$ cat src/rtl/adder_bist_ctrl.sv
// Built-in self-test controller for a ripple adder: sweeps every {a,b,carry_in},
// checks {carry_out,sum} against a golden add, counts mismatches and logs the first one.
module adder_bist_ctrl #(
  parameter int unsigned WIDTH         = 4,
  parameter int unsigned SETTLE_CYCLES = 1,
  parameter int unsigned ERR_CNT_W     = 16
) (
  input  logic                   clk,
  input  logic                   reset,
  input  logic                   start,
  output logic [WIDTH-1:0]       a,
  output logic [WIDTH-1:0]       b,
  output logic                   carry_in,
  input  logic [WIDTH-1:0]       sum,
  input  logic                   carry_out,
  output logic                   busy,
  output logic                   done,
  output logic                   pass,
  output logic [ERR_CNT_W-1:0]   err_count,
  output logic                   fail_valid,
  output logic [2*WIDTH:0]       fail_vec
);

  localparam int unsigned IDX_W = 2 * WIDTH + 1;
  localparam int unsigned SET_W = (SETTLE_CYCLES > 1) ? $clog2(SETTLE_CYCLES) : 1;

  typedef enum logic [1:0] {
    IDLE,
    DRIVE,
    CHECK,
    DONE
  } state_t;

  state_t             state;
  state_t             state_next;
  logic [IDX_W-1:0]   idx;
  logic [IDX_W-1:0]   idx_inc;
  logic [SET_W-1:0]   settle_cnt;
  logic               settle_last;
  logic               idx_last;
  logic [WIDTH:0]     golden;
  logic               mismatch;

  assign idx_inc     = idx + IDX_W'(1);
  assign idx_last    = &idx;
  assign settle_last = (settle_cnt == SET_W'(SETTLE_CYCLES - 1));
  // Golden result kept at WIDTH+1 bits so the MSB carry is checked against carry_out.
  assign golden      = {1'b0, a} + {1'b0, b} + {{WIDTH{1'b0}}, carry_in};
  assign mismatch    = ({carry_out, sum} != golden);

  always_ff @(posedge clk) begin
    if (reset) begin
      state <= IDLE;
    end else begin
      state <= state_next;
    end
  end

  always_comb begin
    state_next = state;
    busy       = 1'b0;
    done       = 1'b0;
    pass       = 1'b0;
    case (state)
      IDLE: begin
        if (start) state_next = DRIVE;
      end
      DRIVE: begin
        busy = 1'b1;
        if (settle_last) state_next = CHECK;
      end
      CHECK: begin
        busy       = 1'b1;
        state_next = idx_last ? DONE : DRIVE;
      end
      DONE: begin
        done = 1'b1;
        pass = (err_count == '0);
        if (start) state_next = DRIVE;
      end
      default: state_next = IDLE;
    endcase
  end

  always_ff @(posedge clk) begin
    if (reset) begin
      idx                  <= '0;
      settle_cnt           <= '0;
      {a, b, carry_in}     <= '0;
      err_count            <= '0;
      fail_valid           <= 1'b0;
      fail_vec             <= '0;
    end else begin
      case (state)
        IDLE, DONE: begin
          if (start) begin
            idx              <= '0;
            settle_cnt       <= '0;
            {a, b, carry_in} <= '0;
            err_count        <= '0;
            fail_valid       <= 1'b0;
            fail_vec         <= '0;
          end
        end
        DRIVE: begin
          settle_cnt <= settle_last ? '0 : settle_cnt + SET_W'(1);
        end
        CHECK: begin
          if (mismatch) begin
            if (err_count != '1) err_count <= err_count + ERR_CNT_W'(1);
            if (!fail_valid) begin
              fail_vec   <= idx;
              fail_valid <= 1'b1;
            end
          end
          // Operands load together with the index so they are stable for the whole DRIVE window.
          if (!idx_last) begin
            idx              <= idx_inc;
            {a, b, carry_in} <= idx_inc;
          end
        end
        default: ;
      endcase
    end
  end

endmodule

$ cat config.mk
export PLATFORM = sky130hd
export DESIGN_NAME = adder_bist_ctrl
export DESIGN_NICKNAME = d
export VERILOG_FILES = /design/src/rtl/adder_bist_ctrl.sv
export SDC_FILE = /design/constraint.sdc
export NUM_CORES = 1
export LEC_CHECK = 0
export ABC_AREA = 1
export BUFFER_PORTS_ARGS = -buffer_cell sky130_fd_sc_hd__buf_2
export CAP_MARGIN = 20
export CORE_AREA = 2 2 72 74
export CTS_CLUSTER_DIAMETER = 150
export DETAILED_ROUTE_END_ITERATION = 6
export DIE_AREA = 0 0 74 76
export PLACE_DENSITY = 0.81
export SETUP_SLACK_MARGIN = 0.1
export SYNTH_ARGS = -nofsm -noshare
export SYNTH_HDL_FRONTEND = slang
export SYNTH_SLANG_ARGS = --single-unit
$ cat constraint.sdc
create_clock -name clk -period 3.6 [get_ports clk]
set_clock_uncertainty 0.15 [all_clocks]
set_input_delay 0.36 -clock clk [delete_from_list [all_inputs] [get_ports clk]]
set_output_delay 0.36 -clock clk [all_outputs]
set_load 0.02 [all_outputs]
# Yosys cells after proc, flatten, opt, wreduce, memory -nomap -nowiden
# Cells that the tools add are included.
# W data, S select, Z words.
[classes]
n_reduce_logical = 13
muxes = 29
eq_ne = 11
add_sub_neg = 5
[op_table]
columns = ["operator", "count"]
rows = [
  ["$mux W16", 3],
  ["$mux W9", 4],
  ["$pmux W9 S2", 2],
  ["$pmux W16 S2", 1],
  ["$add A16 B1 Y16 const B", 1],
  ["$logic_not A16 Y1", 1],
  ["$ne A16 B16 Y1 const B", 1],
  ["$pmux W4 S2", 2],
  ["$mux W4", 3],
  ["$ne A2 B2 Y1 const B", 5],
  ["$add A9 B1 Y9 const B", 1],
  ["$reduce_and A9 Y1", 1],
  ["$reduce_and A4 Y1", 2],
  ["$mux W1", 7],
  ["$mux W2", 3],
  ["$pmux W1 S2", 3],
  ["$pmux W2 S3", 1],
  ["$reduce_and A3 Y1", 2],
  ["$add A4 B4 Y5", 1],
  ["$add A5 B1 Y5", 1],
  ["$ne A5 B5 Y1", 1],
  ["$eq A2 B2 Y1 const B", 2],
  ["$reduce_and A2 Y1", 2],
  ["$reduce_bool A2 Y1", 2],
  ["5 further kinds", 6],
]
[word_totals]
word_cells = 67
inputBits = 8
register_bits = 47

# Depth between registers and ports, before layout
[logic_depth]
depth_word = 5
depth_mapped = 14

# Worst setup path before layout
# Ideal clock, no wire load.
[synth_timing]
kind = "flip-flop to flip-flop"
startpoint = "register a[0]"
endpoint = "register err_count[14]"
n_path_buf = 1
stages_incl_launch_ff = 11
t_arrival_ps = 2148
setup_ps = 132
slack_ps = 1169
synth_period_minus_slack_ps = 2431
cell_sequence = "dfxtp_1 -> fa_1 -> fa_1 -> nand2_1 -> nand2_1 -> nand3_1 -> nor2_1 -> nand3_2 -> buf_2 -> nand4_1 -> a21oi_1"
[synth_between]
elab_chain_len = 5
[synth_rtl]
columns = ["item", "line", "text"]
rows = [
  ["start: declaration", "11", "output logic [WIDTH-1:0] a,"],
  ["start signal: assignment", "119", "{a, b, carry_in} <= idx_inc;"],
  ["$add A4 B4 Y5", "48", "assign golden = {1'b0, a} + {1'b0, b} + {{WIDTH{1'b0}}, carry_in};"],
  ["$add A5 B1 Y5", "48", ""],
  ["$ne A5 B5 Y1", "49", "assign mismatch = ({carry_out, sum} != golden);"],
  ["$ne A2 B2 Y1 (no source line)", "-", ""],
  ["$reduce_and A4 Y1 (no source line)", "-", ""],
  ["end signal: assignment", "110", "if (err_count != '1) err_count <= err_count + ERR_CNT_W'(1);"],
  ["end: declaration", "19", "output logic [ERR_CNT_W-1:0] err_count,"],
]
# No other way between the ends.
# A chain may end at the register's enable or synchronous reset.

# Final worst setup path
[layout_timing]
startpoint = "register a[0]"
endpoint = "register fail_vec[3]"
[layout_between]
elab_chain_len = 5
[layout_rtl]
columns = ["item", "line", "text"]
rows = [
  ["$add A4 B4 Y5", "48", ""],
  ["$add A5 B1 Y5", "48", ""],
  ["$ne A5 B5 Y1", "49", ""],
  ["$ne A2 B2 Y1 (no source line)", "-", ""],
  ["$reduce_and A4 Y1 (no source line)", "-", ""],
  ["end signal: assignment", "112", "fail_vec <= idx;"],
  ["end: declaration", "21", "output logic [2*WIDTH:0] fail_vec"],
]
# No other way between the ends.

==> key figures <==
Logic synthesis
  – Ys Warns: 0
  – Post-synth top area cell: dfxtp_1
  – #FFs+latches synth: 37
  – Syn Std Cell Area: 0.00233 mm^2
  – Post-synth top area share: 0.318
  – Synth area leaders: dfxtp_1 32%, nand2_1 17%, inv_1 7.3%
  – Post-synth net total: 381
  – Synth Area per Inst: 6.44 um^2
  – Seq/Total Area, Yosys: 0.318
  – Post-synth cell types: 33
  – Cells after Synth: 361

Hold path
  – Hold path cells: 2
  – Worst hold-check path type: in -> reg
  – Hold Path Origin: reset
  – Hold Crit Endpoint: err_count[7]

Cells and area
  – # diodes: 0
  – Most frequent cells in the layout: 104 x nand2_1, 45 x inv_1, 45 x buf_2
  – Commonest non-fill, non-tap cell in the layout: nand2_1
  – Final instance area: 0.00269 mm^2
  – Nets: 426
  – Multi-input logic area: 0.00133 mm^2
  – Register area: 741 um^2
  – Filler Cell Count: 486
  – Layout area overhead: 15.7%
  – Layout cell share with drive strength beyond 1: 0.170

Floorplan
  – Die Area: 0.00562 mm^2
  – Die Span X: 74 um
  – Initial core utilization: 0.474
  – Die Y-Extent: 76 um
  – Row count: 26
  – Total I/O pin count: 46
  – Core Area: 0.00491 mm^2

Route
  – DRC viols: 0
  – Antenna Nets Post-Route: 0
  – Wirelength per Cell: 11.9 um
  – Total number of vias: 2411
  – Routed wire length: 5660 um
  – Initial DRT Pass Iterations: 4
  – DR iter-0 viols: 176
  – DR vias/cell: 5.05

CTS
  – Hold buffer count at cts: 0
  – H-tree Lvls: 2
  – TritonCTS buffer count: 5
  – Clock root buffer: clkbuf_8
  – Post-cts gate resize count: 0
  – Post-CTS setup buffer count: 0
  – Worst-Skew Late Latency: 0.29 ns
  – Clock transition at path regs: 0.08 ns
  – CTS sink count: 37
  – CTS tree: yes
  – Clock buffer depth: 2

Setup path
  – Worst setup path category: reg -> reg
  – Worst R2R Setup Slack: 0.77 ns
  – R2R depth: 10
  – CP Data Arrival Time: 2.91 ns
  – Worst Setup Start Kind: register
  – Worst reg2reg endpoint: fail_vec[3]
  – Reg2reg start: a[0]
  – CP endpoint kind: register
  – Required time worst endpoint: 3.68 ns
  – Critical path peak fanout: 16

STA
  – RSZ-0062 raised after global routing: no
  – Worst-margin pin slew: 0.753 ns
  – Final hold violations: 0
  – Slew headroom: 0.498
  – Max Slew Vio Count: 0
  – Final setup viols: 0
  – Setup TNS Final: 0 ns
  – Final worst path period share: 0.785
  – F_max: 354 MHz
  – Crit path time final: 2.83 ns

Placed design
  – # port buffers: 45
  – Detail Placement HPWL: 4250 um
  – Placed instance area: 0.00261 mm^2
  – Gpl congestion: 0.906

Global routing
  – Antenna violations before repair: 0
  – All-layer global routing usage: 0.207
  – Vias in the first global route: 2151
  – Grt ovf: 0
  – First-pass GRT wire length: 9270 um
  – Largest net degree at the start of global routing: 17

Pwr
  – Pwr Density: 583 mW/mm^2
  – Max IR drop VDD: 0.385 mV
  – Leakage: 1.20 nW
  – Pwr Total: 1.57 mW

Flow run
  – MaxCap Viol Count: 0

Status
  – Status: finished, final reports clean
cells in the mapped netlist (all sizes together):
cell,instances
nand3b,1
a21boi,1
nand3,24
or4,1
fa,2
nor2,38
dfxtp,37
buf,4
o211a,1
xor2,1
nor3,3
or2,1
nor4,1
nand2,106
nor3b,1
nand4,18
clkbuf,4
xnor2,1
inv,48
a21oi,33
clkinv,10
o21ai,15
ha,10
stage by stage:
stage / hold WS, ns / worst slack (ns) / cells / utilization
2_1_floorplan: 0.279 / 1.17 / 361 / -
3_3_place_gp: 0.330 / 0.892 / 469 / 0.530
3_5_place_dp: 0.340 / 0.790 / 469 / 0.530
4_1_cts: 0.280 / 0.777 / 477 / 0.548
5_1_grt: 0.293 / 0.555 / 477 / 0.548
6_report: 0.276 / 0.774 / 477 / 0.548
report_power, final:
part | internal [mW] | switching (mW)
registers | 0.482 | 0.0493
logic | 0.218 | 0.529
clock network | 0.134 | 0.158
total | 0.834 | 0.736
sequential cells by signal (all words and copies together), names as in the netlist:
name and count:
a 4, b 3, carry_in 1, err_count 16, fail_valid 1, fail_vec 9, idx 1, state 2
routing by layer:
metal,share of wire,vias up,GRT usage
li1,-,1250,-
met1,0.44,1053,0.264
met2,0.47,92,0.337
met3,0.064,16,0.0384
met4,0.029,0,0.0855
met5,0,-,0
worst max-delay path by stage:
stage,from,endpoint,slack [ns]
after global routing,a[0],fail_vec[1],0.55
after floorplan,a[0],err_count[14],1.17
after detailed placement,a[0],fail_vec[6],0.79
final,a[0],fail_vec[3],0.77
after CTS,a[0],fail_vec[3],0.78
after global placement,a[0],fail_vec[8],0.89
area by class of cell:
cell class              instances  area share
well taps                      70      0.0325
multi-input cells             258       0.493
clock buffers                   5      0.0256
inverters                      58      0.0809
flip-flops and latches         37       0.275
repair buffers                 46      0.0865
clock inverters                 3     0.00651
critical path, stage by stage (launching register included):
cell and delay, ns:
dfxtp_1 0.38, fa_1 0.50, fa_1 0.52, nand2_1 0.05, nand2_1 0.06, nand3_1 0.07, nor2_1 0.11, nand3_2 0.32
nand3_2 0.32, nand2_4 0.12, a21oi_1 0.15
cell families after synthesis:
group / Yosys count / share of synthesized area
AO/OA/AOI/OAI: 50 / 0.114
AND/OR/NAND/NOR: 194 / 0.378
buffers and inverters: 66 / 0.111
adder cells (fa/ha/maj): 12 / 0.0710
XOR/XNOR: 2 / 0.00753
flip-flops: 37 / 0.318
(Power assumes the default switching activity.)
